## src/rtl/imem_loader.sv

```systemverilog
// imem_loader
//
// Loads a program into the instruction memory from a framed byte stream.
// The frame is a 2-byte word count (LSB first) followed by count*4 data bytes.
// The data bytes form little-endian 32-bit words, which are written to
// consecutive word addresses starting at 0. The core is held in reset
// (core_hold) while a session is in progress.
//
// Ports:
//   clock       system clock, rising edge
//   clear       asynchronous active-high reset
//   start       pulse; opens a load session from idle, done or error
//   byte_in     stream data byte
//   byte_valid  byte_in is valid
//   byte_ready  loader accepts a byte this cycle (registered)
//   mem_addr    instruction memory byte address, word aligned
//   mem_din     word to write, {b3,b2,b1,b0}
//   mem_wren    write strobe, one cycle per word
//   core_hold   drives the core clear; high while a session is active
//   done        load completed; sticky until the next start
//   error       header word count exceeds capacity; sticky until the next start
//
// LEN_WIDTH must be at least 8; the header always carries 16 bits.

module imem_loader #(
    parameter int unsigned ADDR_WIDTH = 8,
    parameter int unsigned LEN_WIDTH  = 16
) (
    input  logic                  clock,
    input  logic                  clear,
    input  logic                  start,
    input  logic [7:0]            byte_in,
    input  logic                  byte_valid,
    output logic                  byte_ready,
    output logic [ADDR_WIDTH-1:0] mem_addr,
    output logic [31:0]           mem_din,
    output logic                  mem_wren,
    output logic                  core_hold,
    output logic                  done,
    output logic                  error
);

    localparam int unsigned WIDX_W   = ADDR_WIDTH - 2;
    localparam int unsigned CAPACITY = 2 ** WIDX_W;

    typedef enum logic [2:0] {
        StIdle,
        StLenLo,
        StLenHi,
        StData,
        StWrite,
        StDone,
        StErr
    } state_e;

    state_e               state_q;
    logic [LEN_WIDTH-1:0] len_q;
    logic [LEN_WIDTH-1:0] word_idx_q;
    logic [1:0]           byte_idx_q;
    logic [23:0]          lanes_q;

    logic                 accept;
    logic [15:0]          hdr;
    logic                 hdr_too_big;
    logic [LEN_WIDTH-1:0] word_idx_inc;

    assign accept       = byte_valid && byte_ready;
    // Full header as it stands while the high byte is on byte_in.
    assign hdr          = {byte_in, len_q[7:0]};
    assign hdr_too_big  = 32'(hdr) > CAPACITY;
    assign word_idx_inc = word_idx_q + LEN_WIDTH'(1);

    // Single registered FSM; every output is a flop updated on the transition
    // into the state that owns it, so outputs never glitch with inputs.
    always_ff @(posedge clock or posedge clear) begin
        if (clear) begin
            state_q    <= StIdle;
            len_q      <= '0;
            word_idx_q <= '0;
            byte_idx_q <= '0;
            lanes_q    <= '0;
            byte_ready <= 1'b0;
            mem_addr   <= '0;
            mem_din    <= '0;
            mem_wren   <= 1'b0;
            core_hold  <= 1'b0;
            done       <= 1'b0;
            error      <= 1'b0;
        end else begin
            // Strobe is only ever raised for the single WRITE cycle.
            mem_wren <= 1'b0;

            unique case (state_q)
                StIdle, StDone, StErr: begin
                    if (start) begin
                        state_q    <= StLenLo;
                        byte_ready <= 1'b1;
                        core_hold  <= 1'b1;
                        done       <= 1'b0;
                        error      <= 1'b0;
                        word_idx_q <= '0;
                        byte_idx_q <= '0;
                    end
                end

                StLenLo: begin
                    if (accept) begin
                        len_q[7:0] <= byte_in;
                        state_q    <= StLenHi;
                    end
                end

                StLenHi: begin
                    if (accept) begin
                        len_q <= LEN_WIDTH'(hdr);
                        if (hdr == 16'd0) begin
                            state_q    <= StDone;
                            byte_ready <= 1'b0;
                            core_hold  <= 1'b0;
                            done       <= 1'b1;
                        end else if (hdr_too_big) begin
                            state_q    <= StErr;
                            byte_ready <= 1'b0;
                            core_hold  <= 1'b0;
                            error      <= 1'b1;
                        end else begin
                            state_q <= StData;
                        end
                    end
                end

                StData: begin
                    if (accept) begin
                        byte_idx_q <= byte_idx_q + 2'd1;
                        if (byte_idx_q == 2'd3) begin
                            // Last lane goes straight into the write word, so
                            // the strobe appears the cycle after this edge.
                            state_q    <= StWrite;
                            byte_ready <= 1'b0;
                            mem_wren   <= 1'b1;
                            mem_addr   <= {word_idx_q[WIDX_W-1:0], 2'b00};
                            mem_din    <= {byte_in, lanes_q};
                        end else begin
                            lanes_q[8*byte_idx_q +: 8] <= byte_in;
                        end
                    end
                end

                StWrite: begin
                    word_idx_q <= word_idx_inc;
                    if (word_idx_inc == len_q) begin
                        state_q   <= StDone;
                        core_hold <= 1'b0;
                        done      <= 1'b1;
                    end else begin
                        state_q    <= StData;
                        byte_ready <= 1'b1;
                    end
                end

                default: begin
                    state_q    <= StIdle;
                    byte_ready <= 1'b0;
                    core_hold  <= 1'b0;
                end
            endcase
        end
    end

endmodule

```

## config.mk

```make
export PLATFORM = sky130hd
export DESIGN_NAME = imem_loader
export DESIGN_NICKNAME = d
export VERILOG_FILES = /design/src/rtl/imem_loader.sv
export SDC_FILE = /design/constraint.sdc
export NUM_CORES = 1
export LEC_CHECK = 0
export CAP_MARGIN = 40
export CORE_ASPECT_RATIO = 1.25
export CORE_UTILIZATION = 25
export DETAILED_ROUTE_END_ITERATION = 8
export PLACE_DENSITY = 0.5
export SYNTH_ARGS = -nofsm -noshare
export SYNTH_HDL_FRONTEND = slang
export SYNTH_SLANG_ARGS = --single-unit
export TNS_END_PERCENT = 100
```

## constraint.sdc

```tcl
create_clock -name clock -period 6.3 [get_ports clock]
set_clock_uncertainty 0.05 [all_clocks]
set_input_delay 1.26 -clock clock [delete_from_list [all_inputs] [get_ports clock]]
set_output_delay 1.26 -clock clock [all_outputs]
set_load 0.02 [all_outputs]
```

Word-level counts from Yosys, hierarchy flattened
Cells that the tools add are included.
Widths: inputs -> output; s select.
- register bits: 104
- logic and storage cells: 101
- add/subtract/negate cells: 3
- magnitude comparators: 1
- equal/unequal tests: 19
- shift-type cells: 2
- mux-type cells: 39
- bitwise operators: 4
- reductions and logical operators: 20
- operators with widths (cell ; count):
    $neg 5->34 ; 1
    $shift 8x34->24 const A ; 1
    $shiftx 8x34->24 ; 1
    $pmux 16 s2 ; 1
    $bwmux 24 ; 1
    $mux 3 ; 8
    $ne 2x2->1 const B ; 10
    $reduce_and 5->1 ; 4
    $mux 1 ; 18
    $add 16x1->16 const B ; 1
    $eq 16x16->1 ; 1
    $gt 16x7->1 const B ; 1
    $logic_not 16->1 ; 1
    $mux 16 ; 1
    $pmux 8 s2 ; 1
    $pmux 3 s5 ; 1
    $reduce_and 3->1 ; 4
    $eq 3x3->1 const B ; 3
    $mux 8 ; 1
    $reduce_and 7->1 ; 1
    $eq 3x2->1 const B ; 2
    $reduce_bool 2->1 ; 3
    $pmux 1 s5 ; 1
    $mux 2 ; 2
    15 further kinds ; 19

Logic depth before layout (Yosys ltp)
- word-level depth: 5
- depth in mapped cells: 8

Least setup slack after synthesis
Ideal clock, no wire load.
- path type: input port to flip-flop
- start point: input port byte_valid
- end point: register len_q[0]
- library setup time: 125 ps
- data arrival time: 2610 ps
- required time: 6125 ps
- slack: 3515 ps
- stages on the path: 4
- path through: nand2_1 > clkbuf_1 > nor3_1 > mux2_2
- longest elaborated chain between the ends: 2
- ends and longest elaborated chain (what ; line ; source):
    from (decl) ; 33 ; input logic byte_valid,
    $logic_and 1x1->1 ; 67 ; assign accept = byte_valid && byte_ready;
    $reduce_and 3->1 (no line) ; n/a ;
    to (signal assigned) ; 108 ; len_q[7:0] <= byte_in;
    to (signal assigned) ; 115 ; len_q <= LEN_WIDTH'(hdr);
    to (decl) ; 57 ; logic [LEN_WIDTH-1:0] len_q;
Every way passes these cells.
A chain may end at the register's enable or synchronous reset.

Worst setup path in the final report
- start point: register word_idx_q[0]
- end point: register done
- longest elaborated chain between the ends: 4
- ends and longest elaborated chain (what ; line ; source):
    from (decl) ; 58 ; logic [LEN_WIDTH-1:0] word_idx_q;
    from (signal assigned) ; 150 ; word_idx_q <= word_idx_inc;
    $add 16x1->16 ; 71 ; assign word_idx_inc = word_idx_q + LEN_WIDTH'(1);
    $eq 16x16->1 ; 151 ; if (word_idx_inc == len_q) begin
    $ne 2x2->1 (no line) ; n/a ;
    $reduce_and 5->1 (no line) ; n/a ;
    to (signal assigned) ; 87 ; done <= 1'b0;
    to (signal assigned) ; 99 ; done <= 1'b0;
    to (signal assigned) ; 154 ; done <= 1'b1;
    to (decl) ; 39 ; output logic done,
Every way passes these cells.

==> summary.txt <==
Worst setup path
  – Critical Path RT: 6510 ps
  – WS Path Type: reg2reg
  – Largest fanout on the critical path: 14
  – Endpoint class of the critical path: flop
  – Critical path origin: word_idx_q[0]$_DFFE_PP0P_
  – Worst Path Arrival: 3360 ps
  – Reg2reg start: word_idx_q[0]$_DFFE_PP0P_
  – Crit path capture: done$_DFFE_PP0P_
  – Worst R2R Path Depth: 7
  – R2R Setup Slk: 3150 ps
  – Setup crit start kind: flop
  – Critical R2R Capture: done$_DFFE_PP0P_

STA
  – Slew headroom: 0.406
  – Final hold violations: 0
  – Max Clk Rate: 317 MHz
  – Setup Viol. Count Final: 0
  – Pins Over Slew Limit: 0
  – Worst-Margin Slew: 890 ps
  – Post-route minimum period: 3150 ps
  – RSZ-0062 raised after global routing: false
  – Part of the cycle the worst path needs: 0.500
  – Setup TNS: 0 ps

Floorplanning
  – Die H: 163 um
  – Core box area: 20200 sq um
  – Initial Utilization: 0.256
  – Chip width: 131 um
  – IO Pins: 57
  – Row count: 58
  – Die ar.: 21200 sq um

Clock tree
  – CTS Root Cell: clkbuf_16
  – Post-CTS Setup Inserts: 0
  – H-Tree Depth: 3
  – Worst-path clk slew: 80 ps
  – Clock sink total: 104
  – CTS Hold Bufs: 0
  – Clock Path Buffers: 2
  – CTS tree: done
  – Num CTS Buffers: 9
  – Post-CTS sizing: 0
  – Skew-Pair Late Insertion Delay: 340 ps

Power and ir drop
  – P per Cell Area: 332 nW/um^2
  – Total Power: 2.08 mW
  – Max VDD drop: 0.139 mV
  – Leakage power: 2.64 nW

Status
  – Outcome: finished, final reports clean

Place
  – Post-DP HPWL: 8880 um
  – GP Congestion: 0.805
  – IO buf count: 54
  – Dpl cell area: 5980 sq um

Logic synthesis
  – Yosys reg bits: 104
  – Post-synth EDFFs: 0
  – Library cells used by synthesis: 60
  – Avg Inst Size Synth: 10.3 sq um
  – Ys Warns: 0
  – Mapped Cells: 501
  – Main synth FF type: dfrtp_1
  – Post-synth ARST share: 1.00
  – Sequential-to-total area share from yosys stat: 0.504
  – Cell area after synthesis: 5170 sq um

GRT
  – Initial antenna violation count: 0
  – Met3 usage: 0.0243
  – Largest net degree at the start of global routing: 62
  – M2 GR Usage: 0.217
  – Vias in the first global route: 3888
  – GR peak layer: met2
  – Gr ovfl total: 0
  – GRT Overall Usage: 0.125
  – First-pass GRT wire length: 20400 um
  – Met1 Use GR: 0.153

Layout
  – Leading cell type in the layout, fill and taps excluded: dfrtp_1
  – Layout area overhead: 21.4%
  – Share of cells above drive strength 1: 0.162
  – Post-route cell area: 6270 sq um
  – Nets@finish: 562
  – Antenna cell count: 0
  – Most frequent cells in the layout: dfrtp_1, nand2_1, clkdlybuf4s50_1, o21ai_0, mux2_2

Drt
  – Avg Vias per Cell: 4.68
  – WL final: 12500 um
  – Wire per inst: 15.3 um
  – DRT Pass-1 Iters: 6
  – First DRT Iteration DRCs: 198
  – Post-route ant nets: 0
  – Vias: 3834
  – Drc violations: 0

Min path
  – Worst hold path class: reg2reg

Run
  – Max Cap Violations: 0
==> how the worst min path moves through the flow <==
stage                            startpoint                      end  slack, ps  depth (start not counted)
finish               lanes_q[7]$_DFFE_PP0P_   lanes_q[7]$_DFFE_PP0P_        430                          2
global route         lanes_q[7]$_DFFE_PP0P_   lanes_q[7]$_DFFE_PP0P_        460                          2
CTS                  lanes_q[7]$_DFFE_PP0P_   lanes_q[7]$_DFFE_PP0P_        440                          2
detailed placement   lanes_q[0]$_DFFE_PP0P_   lanes_q[0]$_DFFE_PP0P_        420                          2
floorplan            lanes_q[0]$_DFFE_PP0P_   lanes_q[0]$_DFFE_PP0P_        390                          2
global placement    lanes_q[13]$_DFFE_PP0P_  lanes_q[13]$_DFFE_PP0P_        410                          2
==> sequential cells by signal, indices dropped and copies added, names as in the netlist <==
register    cells
byte_idx_q      2
byte_ready      1
core_hold       1
done            1
error           1
lanes_q        24
len_q          16
mem_addr        6
mem_din        32
mem_wren        1
state_q         3
word_idx_q     16
==> report_power, final <==
group          switching (mW)  internal [mW]  total [mW]
combinational           0.340          0.285       0.625
clock                   0.264          0.288       0.552
sequential              0.130          0.778       0.908
total                   0.734           1.35        2.08
==> synth_stat cells, types with 11 or more instances <==
cell type,number,area (sq um)
inv_1,11,41.3
clkbuf_1,15,56.3
buf_2,11,55.1
o21ai_0,53,265
a21oi_1,12,60.1
xor2_1,11,96.3
nand2_1,79,297
mux2_2,53,597
nor2_1,18,67.6
dfrtp_1,104,2600
==> through the flow <==
step	util	hold slack, ps	setup WS (ps)	instances
4_1_cts	0.311	436	3140	819
5_1_grt	0.311	463	2960	819
2_1_floorplan	-	394	2260	502
3_5_place_dp	0.297	418	2950	803
6_report	0.311	428	3150	819
3_3_place_gp	0.294	410	2800	798
==> metal layers <==
metal	part of all wire	vias up	wire length, um
met5	0	-	0
met4	0.014	0	181
met3	0.032	14	404
met2	0.51	77	6370
met1	0.44	1884	5540
li1	-	1859	-
==> worst max-delay path, stage by stage (launching register included) <==
cell       delay [ps]
dfrtp_1           560
ha_1              580
nand2_1           190
o32ai_1           440
o2111ai_1         220
a2111o_1          440
or4_4             450
o21ai_2           130
==> final cells by class <==
| class | count | area (sq um) |
|---|---|---|
| clock inverter | 5 | 46.3 |
| sequential | 104 | 2600 |
| tap | 270 | 338 |
| timing repair buffer | 62 | 616 |
| clock buffer | 11 | 243 |
| inverter | 11 | 43.8 |
| fill | 2109 | 13900 |
| multi-input combinational | 356 | 2380 |
==> kinds of logic after synthesis <==
family / synth area share
AO/OA/AOI/OAI: 0.134
XOR/XNOR: 0.0414
adder cells (fa/ha/maj): 0.0145
buffers and inverters: 0.0363
flip-flops: 0.504
multiplexers: 0.117
other: 0.000726
AND/OR/NAND/NOR: 0.151
No activity file was read; power rests on OpenSTA's default activity.
